### src/rtl/dmem_ctrl_pkg.sv
// Shared types, constants and lane-merge helper for the dmem access sequencer.
package dmem_ctrl_pkg;

  localparam int unsigned MEM_ADDR_W = 32;
  localparam int unsigned MEM_DATA_W = 32;
  localparam logic [3:0]  BE_FULL    = 4'hF;

  typedef enum logic [1:0] {
    StIdle,
    StAccess,
    StWrite,
    StResp
  } state_e;

  typedef struct packed {
    logic                  we;
    logic [MEM_ADDR_W-1:0] addr;
    logic [MEM_DATA_W-1:0] wdata;
    logic [3:0]            be;
  } mem_req_t;

  // Byte lane k comes from new_word when be[k] is set, otherwise from old_word.
  function automatic logic [31:0] merge_be(input logic [31:0] old_word,
                                           input logic [31:0] new_word,
                                           input logic [3:0]  be);
    logic [31:0] w;
    w = old_word;
    for (int k = 0; k < 4; k++) begin
      if (be[k]) w[8*k +: 8] = new_word[8*k +: 8];
    end
    return w;
  endfunction

endpackage

### src/rtl/dmem_ctrl_if.sv
// Request/response ports of the two masters plus the dmem-side strobes.
interface dmem_ctrl_if #(
  parameter int unsigned ADDR_W = 32
);
  logic [1:0]             req_valid_i;
  logic [1:0]             req_ready_o;
  logic [1:0]             req_we_i;
  logic [1:0][ADDR_W-1:0] req_addr_i;
  logic [1:0][31:0]       req_wdata_i;
  logic [1:0][3:0]        req_be_i;
  logic [1:0]             resp_valid_o;
  logic [31:0]            resp_rdata_o;
  logic [ADDR_W-1:0]      mem_addr_o;
  logic [31:0]            mem_wdata_o;
  logic                   mem_read_o;
  logic                   mem_write_o;
  logic [31:0]            mem_rdata_i;

  modport slave (
    input  req_valid_i, req_we_i, req_addr_i, req_wdata_i, req_be_i, mem_rdata_i,
    output req_ready_o, resp_valid_o, resp_rdata_o, mem_addr_o, mem_wdata_o,
           mem_read_o, mem_write_o
  );

  modport master (
    output req_valid_i, req_we_i, req_addr_i, req_wdata_i, req_be_i, mem_rdata_i,
    input  req_ready_o, resp_valid_o, resp_rdata_o, mem_addr_o, mem_wdata_o,
           mem_read_o, mem_write_o
  );
endinterface

### src/rtl/dmem_ctrl_rr_arb2.sv
// Two-way round-robin winner select; the last-grant state lives in the parent.
module rr_arb2 (
  input  logic [1:0] valid,
  input  logic       last_grant,
  output logic [1:0] gnt,
  output logic       gnt_idx
);
  always_comb begin
    gnt_idx = 1'b0;
    case (valid)
      2'b01:   gnt_idx = 1'b0;
      2'b10:   gnt_idx = 1'b1;
      2'b11:   gnt_idx = ~last_grant;
      default: gnt_idx = 1'b0;
    endcase
    gnt = (valid == 2'b00) ? 2'b00 : (gnt_idx ? 2'b10 : 2'b01);
  end
endmodule

### src/rtl/dmem_ctrl.sv
// Arbitrates two masters onto the word-only dmem, turning partial writes into
// read-modify-write and returning a single-cycle response pulse to the owner.
module dmem_ctrl
  import dmem_ctrl_pkg::*;
#(
  parameter int unsigned ADDR_W = 32,
  parameter int unsigned DATA_W = 32
) (
  input logic        clk,
  input logic        rst,
  dmem_ctrl_if.slave bus
);
  if (DATA_W != 32) begin : g_bad_data_w
    $error("dmem_ctrl: DATA_W must be 32");
  end
  if (ADDR_W < 12 || ADDR_W > MEM_ADDR_W) begin : g_bad_addr_w
    $error("dmem_ctrl: ADDR_W must be in 12..32");
  end

  state_e      state_q, state_d;
  logic        last_grant_q, owner_q;
  mem_req_t    req_q, req_sel;
  logic [31:0] data_q, data_d;
  logic        data_en;
  logic [1:0]  gnt, ready;
  logic        gnt_idx, hs;

  logic        mem_read, mem_write;
  logic [31:0] mem_wdata, resp_rdata;
  logic [1:0]  resp_valid;

  rr_arb2 u_arb (
    .valid      (bus.req_valid_i),
    .last_grant (last_grant_q),
    .gnt        (gnt),
    .gnt_idx    (gnt_idx)
  );

  assign ready = (state_q == StIdle && !rst) ? gnt : 2'b00;
  assign hs    = |(bus.req_valid_i & ready);

  // Low address bits are dropped at capture so the memory only ever sees word addresses.
  always_comb begin
    req_sel.we    = bus.req_we_i[gnt_idx];
    req_sel.addr  = MEM_ADDR_W'({bus.req_addr_i[gnt_idx][ADDR_W-1:2], 2'b00});
    req_sel.wdata = bus.req_wdata_i[gnt_idx];
    req_sel.be    = bus.req_be_i[gnt_idx];
  end

  always_ff @(posedge clk) begin
    if (rst) begin
      state_q      <= StIdle;
      last_grant_q <= 1'b1;
      owner_q      <= 1'b0;
      req_q        <= '0;
      data_q       <= '0;
    end else begin
      state_q <= state_d;
      if (hs) begin
        last_grant_q <= gnt_idx;
        owner_q      <= gnt_idx;
        req_q        <= req_sel;
      end
      if (data_en) data_q <= data_d;
    end
  end

  always_comb begin
    state_d    = state_q;
    data_d     = data_q;
    data_en    = 1'b0;
    mem_read   = 1'b0;
    mem_write  = 1'b0;
    mem_wdata  = '0;
    resp_valid = 2'b00;
    resp_rdata = '0;
    unique case (state_q)
      StIdle: begin
        if (hs) state_d = StAccess;
      end
      StAccess: begin
        state_d = StResp;
        if (!req_q.we) begin
          mem_read = 1'b1;
          data_en  = 1'b1;
          data_d   = bus.mem_rdata_i;
        end else if (req_q.be == BE_FULL) begin
          mem_write = 1'b1;
          mem_wdata = req_q.wdata;
        end else if (req_q.be != 4'h0) begin
          mem_read = 1'b1;
          data_en  = 1'b1;
          data_d   = merge_be(bus.mem_rdata_i, req_q.wdata, req_q.be);
          state_d  = StWrite;
        end
      end
      StWrite: begin
        mem_write = 1'b1;
        mem_wdata = data_q;
        state_d   = StResp;
      end
      StResp: begin
        resp_valid[owner_q] = 1'b1;
        resp_rdata          = req_q.we ? '0 : data_q;
        state_d             = StIdle;
      end
      default: state_d = StIdle;
    endcase
    // Reset must suppress strobes in the same cycle, so an in-flight RMW never commits.
    if (rst) begin
      mem_read   = 1'b0;
      mem_write  = 1'b0;
      mem_wdata  = '0;
      resp_valid = 2'b00;
      resp_rdata = '0;
    end
  end

  assign bus.req_ready_o  = ready;
  assign bus.resp_valid_o = resp_valid;
  assign bus.resp_rdata_o = resp_rdata;
  assign bus.mem_addr_o   = req_q.addr[ADDR_W-1:0];
  assign bus.mem_wdata_o  = mem_wdata;
  assign bus.mem_read_o   = mem_read;
  assign bus.mem_write_o  = mem_write;

endmodule
### src/flat_wrapper.sv
// flat-port wrapper written by rule: the top's interface ports become plain ports
module dmem_ctrl_flat import dmem_ctrl_pkg::*;
#(
  parameter int unsigned ADDR_W = 32,
  parameter int unsigned DATA_W = 32
)
  (clk, rst, bus_req_valid_i, bus_req_we_i, bus_req_addr_i, bus_req_wdata_i, bus_req_be_i, bus_mem_rdata_i, bus_req_ready_o, bus_resp_valid_o, bus_resp_rdata_o, bus_mem_addr_o, bus_mem_wdata_o, bus_mem_read_o, bus_mem_write_o);
  dmem_ctrl_if #(.ADDR_W(ADDR_W)) bus_i ();
  input logic clk;
  input logic rst;
  input wire logic [$bits(bus_i.req_valid_i)-1:0] bus_req_valid_i;
  input wire logic [$bits(bus_i.req_we_i)-1:0] bus_req_we_i;
  input wire logic [$bits(bus_i.req_addr_i)-1:0] bus_req_addr_i;
  input wire logic [$bits(bus_i.req_wdata_i)-1:0] bus_req_wdata_i;
  input wire logic [$bits(bus_i.req_be_i)-1:0] bus_req_be_i;
  input wire logic [$bits(bus_i.mem_rdata_i)-1:0] bus_mem_rdata_i;
  output wire logic [$bits(bus_i.req_ready_o)-1:0] bus_req_ready_o;
  output wire logic [$bits(bus_i.resp_valid_o)-1:0] bus_resp_valid_o;
  output wire logic [$bits(bus_i.resp_rdata_o)-1:0] bus_resp_rdata_o;
  output wire logic [$bits(bus_i.mem_addr_o)-1:0] bus_mem_addr_o;
  output wire logic [$bits(bus_i.mem_wdata_o)-1:0] bus_mem_wdata_o;
  output wire logic [$bits(bus_i.mem_read_o)-1:0] bus_mem_read_o;
  output wire logic [$bits(bus_i.mem_write_o)-1:0] bus_mem_write_o;
  assign bus_i.req_valid_i = bus_req_valid_i;
  assign bus_i.req_we_i = bus_req_we_i;
  assign bus_i.req_addr_i = bus_req_addr_i;
  assign bus_i.req_wdata_i = bus_req_wdata_i;
  assign bus_i.req_be_i = bus_req_be_i;
  assign bus_i.mem_rdata_i = bus_mem_rdata_i;
  assign bus_req_ready_o = bus_i.req_ready_o;
  assign bus_resp_valid_o = bus_i.resp_valid_o;
  assign bus_resp_rdata_o = bus_i.resp_rdata_o;
  assign bus_mem_addr_o = bus_i.mem_addr_o;
  assign bus_mem_wdata_o = bus_i.mem_wdata_o;
  assign bus_mem_read_o = bus_i.mem_read_o;
  assign bus_mem_write_o = bus_i.mem_write_o;
  dmem_ctrl #(.ADDR_W(ADDR_W), .DATA_W(DATA_W)) u_core (.clk(clk), .rst(rst), .bus(bus_i));
endmodule
### config.mk
export PLATFORM = sky130hd
export DESIGN_NAME = dmem_ctrl_flat
export DESIGN_NICKNAME = d
export VERILOG_FILES = /design/src/rtl/dmem_ctrl_pkg.sv /design/src/rtl/dmem_ctrl_if.sv /design/src/rtl/dmem_ctrl_rr_arb2.sv /design/src/rtl/dmem_ctrl.sv /design/src/flat_wrapper.sv
export SDC_FILE = /design/constraint.sdc
export NUM_CORES = 1
export LEC_CHECK = 0
export CAP_MARGIN = 20
export CORE_MARGIN = 2
export CORE_UTILIZATION = 32
export DETAILED_ROUTE_END_ITERATION = 8
export GPL_TIMING_DRIVEN = 0
export MAX_ROUTING_LAYER = met4
export PLACE_DENSITY = 0.74
export SYNTH_ARGS = -nofsm -noshare
export SYNTH_HDL_FRONTEND = slang
export SYNTH_SLANG_ARGS = --single-unit
export TNS_END_PERCENT = 1
### constraint.sdc
create_clock -name clk -period 1.7 [get_ports clk]
set_input_delay 0.34 -clock clk [delete_from_list [all_inputs] [get_ports clk]]
set_output_delay 0.34 -clock clk [all_outputs]
set_load 0.005 [all_outputs]
==> impl_metrics.env <==
export IMPL_arrival_ns=1.78
export IMPL_setup_tns_ns=-24.27
export IMPL_fin_hold_ws_ns=0.462
export IMPL_numPortBuffers=268
export IMPL_viasPerCell=4.94
export IMPL_gp_congestion=0.810
export IMPL_synth_edf_count=0
export IMPL_post_route_util_pct=53.3
export IMPL_core_mm2=0.0178
export IMPL_worstSkewPairLatency_ns=0.34
export IMPL_drt_first_iter_violations=190
export IMPL_hp_class="primary input to flop"
export IMPL_grtUsageTotal_pct=21.4
export IMPL_path_class="flop to output port"
export IMPL_grt_pass1_vias=5925
export IMPL_leakagePower_nw=3.88
export IMPL_setup_viol=133
export IMPL_yosys_warnings=0
export IMPL_status="finished, violations left"
export IMPL_slew_headroom_pct=43.9
export IMPL_cts_path_max_buffers=2
export IMPL_ios=276
export IMPL_cts_tree="built"
export IMPL_ys_seq_elements=103
export IMPL_avgRoutedWirePerCell_um=17.6
export IMPL_fin_skew_ns=0.00791
export IMPL_grt_max_degree=19
export IMPL_routed_wl_um=20600
export IMPL_worstMarginPinSlew_ns=0.841
export IMPL_die_h_um=138
export IMPL_cts_root_buf="clkbuf_16"
export IMPL_fin_ws_ns=-0.422
export IMPL_cts_sinks=103
export IMPL_htree_num_levels=3
export IMPL_num_vias=5782
export IMPL_dr_pass1_iters=4
export IMPL_grt_pass1_wl_um=31700
export IMPL_nets=1112
export IMPL_ys_types=36
export IMPL_clk_pin_slew_ns=0.07
export IMPL_yosysSeqAreaShare_pct=35.7
export IMPL_dp_hpwl_um=15400
export IMPL_min_period_ns=2.12
export IMPL_drive_gt1_share_pct=31.2
export IMPL_cp_end_kind="output port"
export IMPL_finalHoldViolations=0
export IMPL_cp_max_fo=7
export IMPL_fin_cells=1170
export IMPL_power_density_mw_per_mm2=1220
export IMPL_antenna_left=0
export IMPL_syn_avg_cell_area_um2=9.09
export IMPL_worstPathRequired_ns=1.36
export IMPL_rsz0062_at_grt="true"
export IMPL_antenna_found_initial=2
export IMPL_fin_crit_sh_pct=125
export IMPL_num_rows=49
export IMPL_max_vdd_ir_drop_v=0.000528
export IMPL_async_reset_ff_share_pct=0
export IMPL_final_area_mm2=0.00951
export IMPL_grt_overflow=0
export IMPL_synth_area_mm2=0.00578
export IMPL_violations="setup timing"
export IMPL_cap_violations=0
export IMPL_tritoncts_num_buffers=9
export IMPL_max_freq_mhz=471
export IMPL_slew_violations=0
export IMPL_area_growth_pct=64.4
export IMPL_die_w_um=138
export IMPL_final_common_cell="clkdlybuf4s50_1"
export IMPL_dp_cells=1134
export IMPL_initial_utilization_pct=32.4
export IMPL_ctsHoldBuffers=0
export IMPL_mostFrequentLayoutCells="clkdlybuf4s50_1 (196), nor2_1 (105), mux2i_1 (99)"
export IMPL_dpl_cell_area_mm2=0.00876
export IMPL_postSynthCellCount=636
export IMPL_ys_dominant_reg_cell="dfxtp_1"
export IMPL_crit_path_start_kind="flop"
export IMPL_die_area_mm2=0.0192
export IMPL_drc_errors=0
-- power breakdown --
part	switching (mW)	internal, mW
Combinational	2.77	2.90
Sequential	0.662	3.22
Clock	0.952	1.04
-- state kept, by name, indices dropped and copies added, names as in the netlist --
register and cells:
u_core.req_q 37, u_core.owner_q 1, u_core.bus.mem_addr_o 30, u_core.data_q 32
u_core.last_grant_q 1, u_core.state_q 2
-- routing by layer --
layer	part of all wire [%]	vias to the layer above	track usage, %
met5	0	-	-
met4	2.6	0	8.86
met3	5.2	37	3.95
met2	50	199	36.1
met1	42	2697	25.1
li1	-	2849	-
-- cells by family after synthesis --
family / count (synthesis) / synth area share [%]
AO/OA/AOI/OAI: 172 / 23.5
buffers and inverters: 97 / 9.93
other: 1 / 0.0648
flip-flops: 103 / 35.7
adder cells (fa/ha/maj): 5 / 1.08
AND/OR/NAND/NOR: 158 / 12.5
multiplexers: 100 / 17.3
-- metrics by stage --
step	power [mW]	setup slack [ns]
after floorplan	6.85	-0.00755
after global placement	8.58	-0.970
after detailed placement	8.70	-1.01
after CTS	11.2	-0.619
after global routing	12.3	-0.498
final	11.6	-0.422
-- path summary, 6_finish.rpt --
check	start	to	slack, ns	depth (start not counted)
max	u_core.state_q[1]$_SDFFE_PP0P_	bus_mem_wdata_o[13]	-0.42	9
min	bus_req_valid_i[0]	u_core.last_grant_q$_SDFFE_PP1P_	0.46	3
max reg2reg	u_core.state_q[1]$_SDFFE_PP0P_	u_core.req_q[0]$_SDFFE_PP0P_	-0.11	9
min reg2reg	u_core.bus.mem_addr_o[12]$_SDFFE_PP0P_	u_core.bus.mem_addr_o[12]$_SDFFE_PP0P_	0.50	2
-- layout make-up --
type | instances | area [µm²]
well taps | 229 | 287
repair buffers | 289 | 2570
multi-input cells | 437 | 3510
fillers | 1683 | 8330
clock buffers | 10 | 239
inverters | 4 | 22.5
diodes | 3 | 7.51
clock inverters | 6 | 46.3
plain buffers | 89 | 748
flip-flops and latches | 103 | 2080
-- what timing repair did --
item                                    4_1_cts  5_1_grt
pin swaps                                    28       30
gates cloned                                  5        0
gates resized for setup                     350      113
endpoints found under the setup margin      167      155
setup buffers                                13        5
-- cell usage after synthesis, types with 3 or more instances --
| cell type | n | share of area [%] |
|---|---|---|
| inv_1 | 3 | 0.19 |
| a211oi_2 | 30 | 6.5 |
| nand2_1 | 3 | 0.19 |
| a211oi_1 | 69 | 9.0 |
| nor2_1 | 108 | 7.0 |
| a22oi_1 | 32 | 4.2 |
| mux2i_1 | 100 | 17 |
| buf_6 | 6 | 1.2 |
| buf_2 | 21 | 1.8 |
| dfxtp_1 | 103 | 36 |
| buf_4 | 37 | 4.8 |
| a21oi_1 | 33 | 2.9 |
| clkbuf_1 | 28 | 1.8 |
| nor2b_1 | 3 | 0.32 |
| nand2b_1 | 3 | 0.32 |
| ha_1 | 5 | 1.1 |
| and2_1 | 33 | 3.6 |
-- critical path: stages, from the launching register on --
cell and delay (ns):
dfxtp_4 0.36, clkinv_4 0.05, ha_4 0.12, nand4_1 0.15
nor2_4 0.15, buf_12 0.15, buf_8 0.13, a22oi_2 0.05
nor2_1 0.12, buf_2 0.14
(Power assumes the default switching activity.)
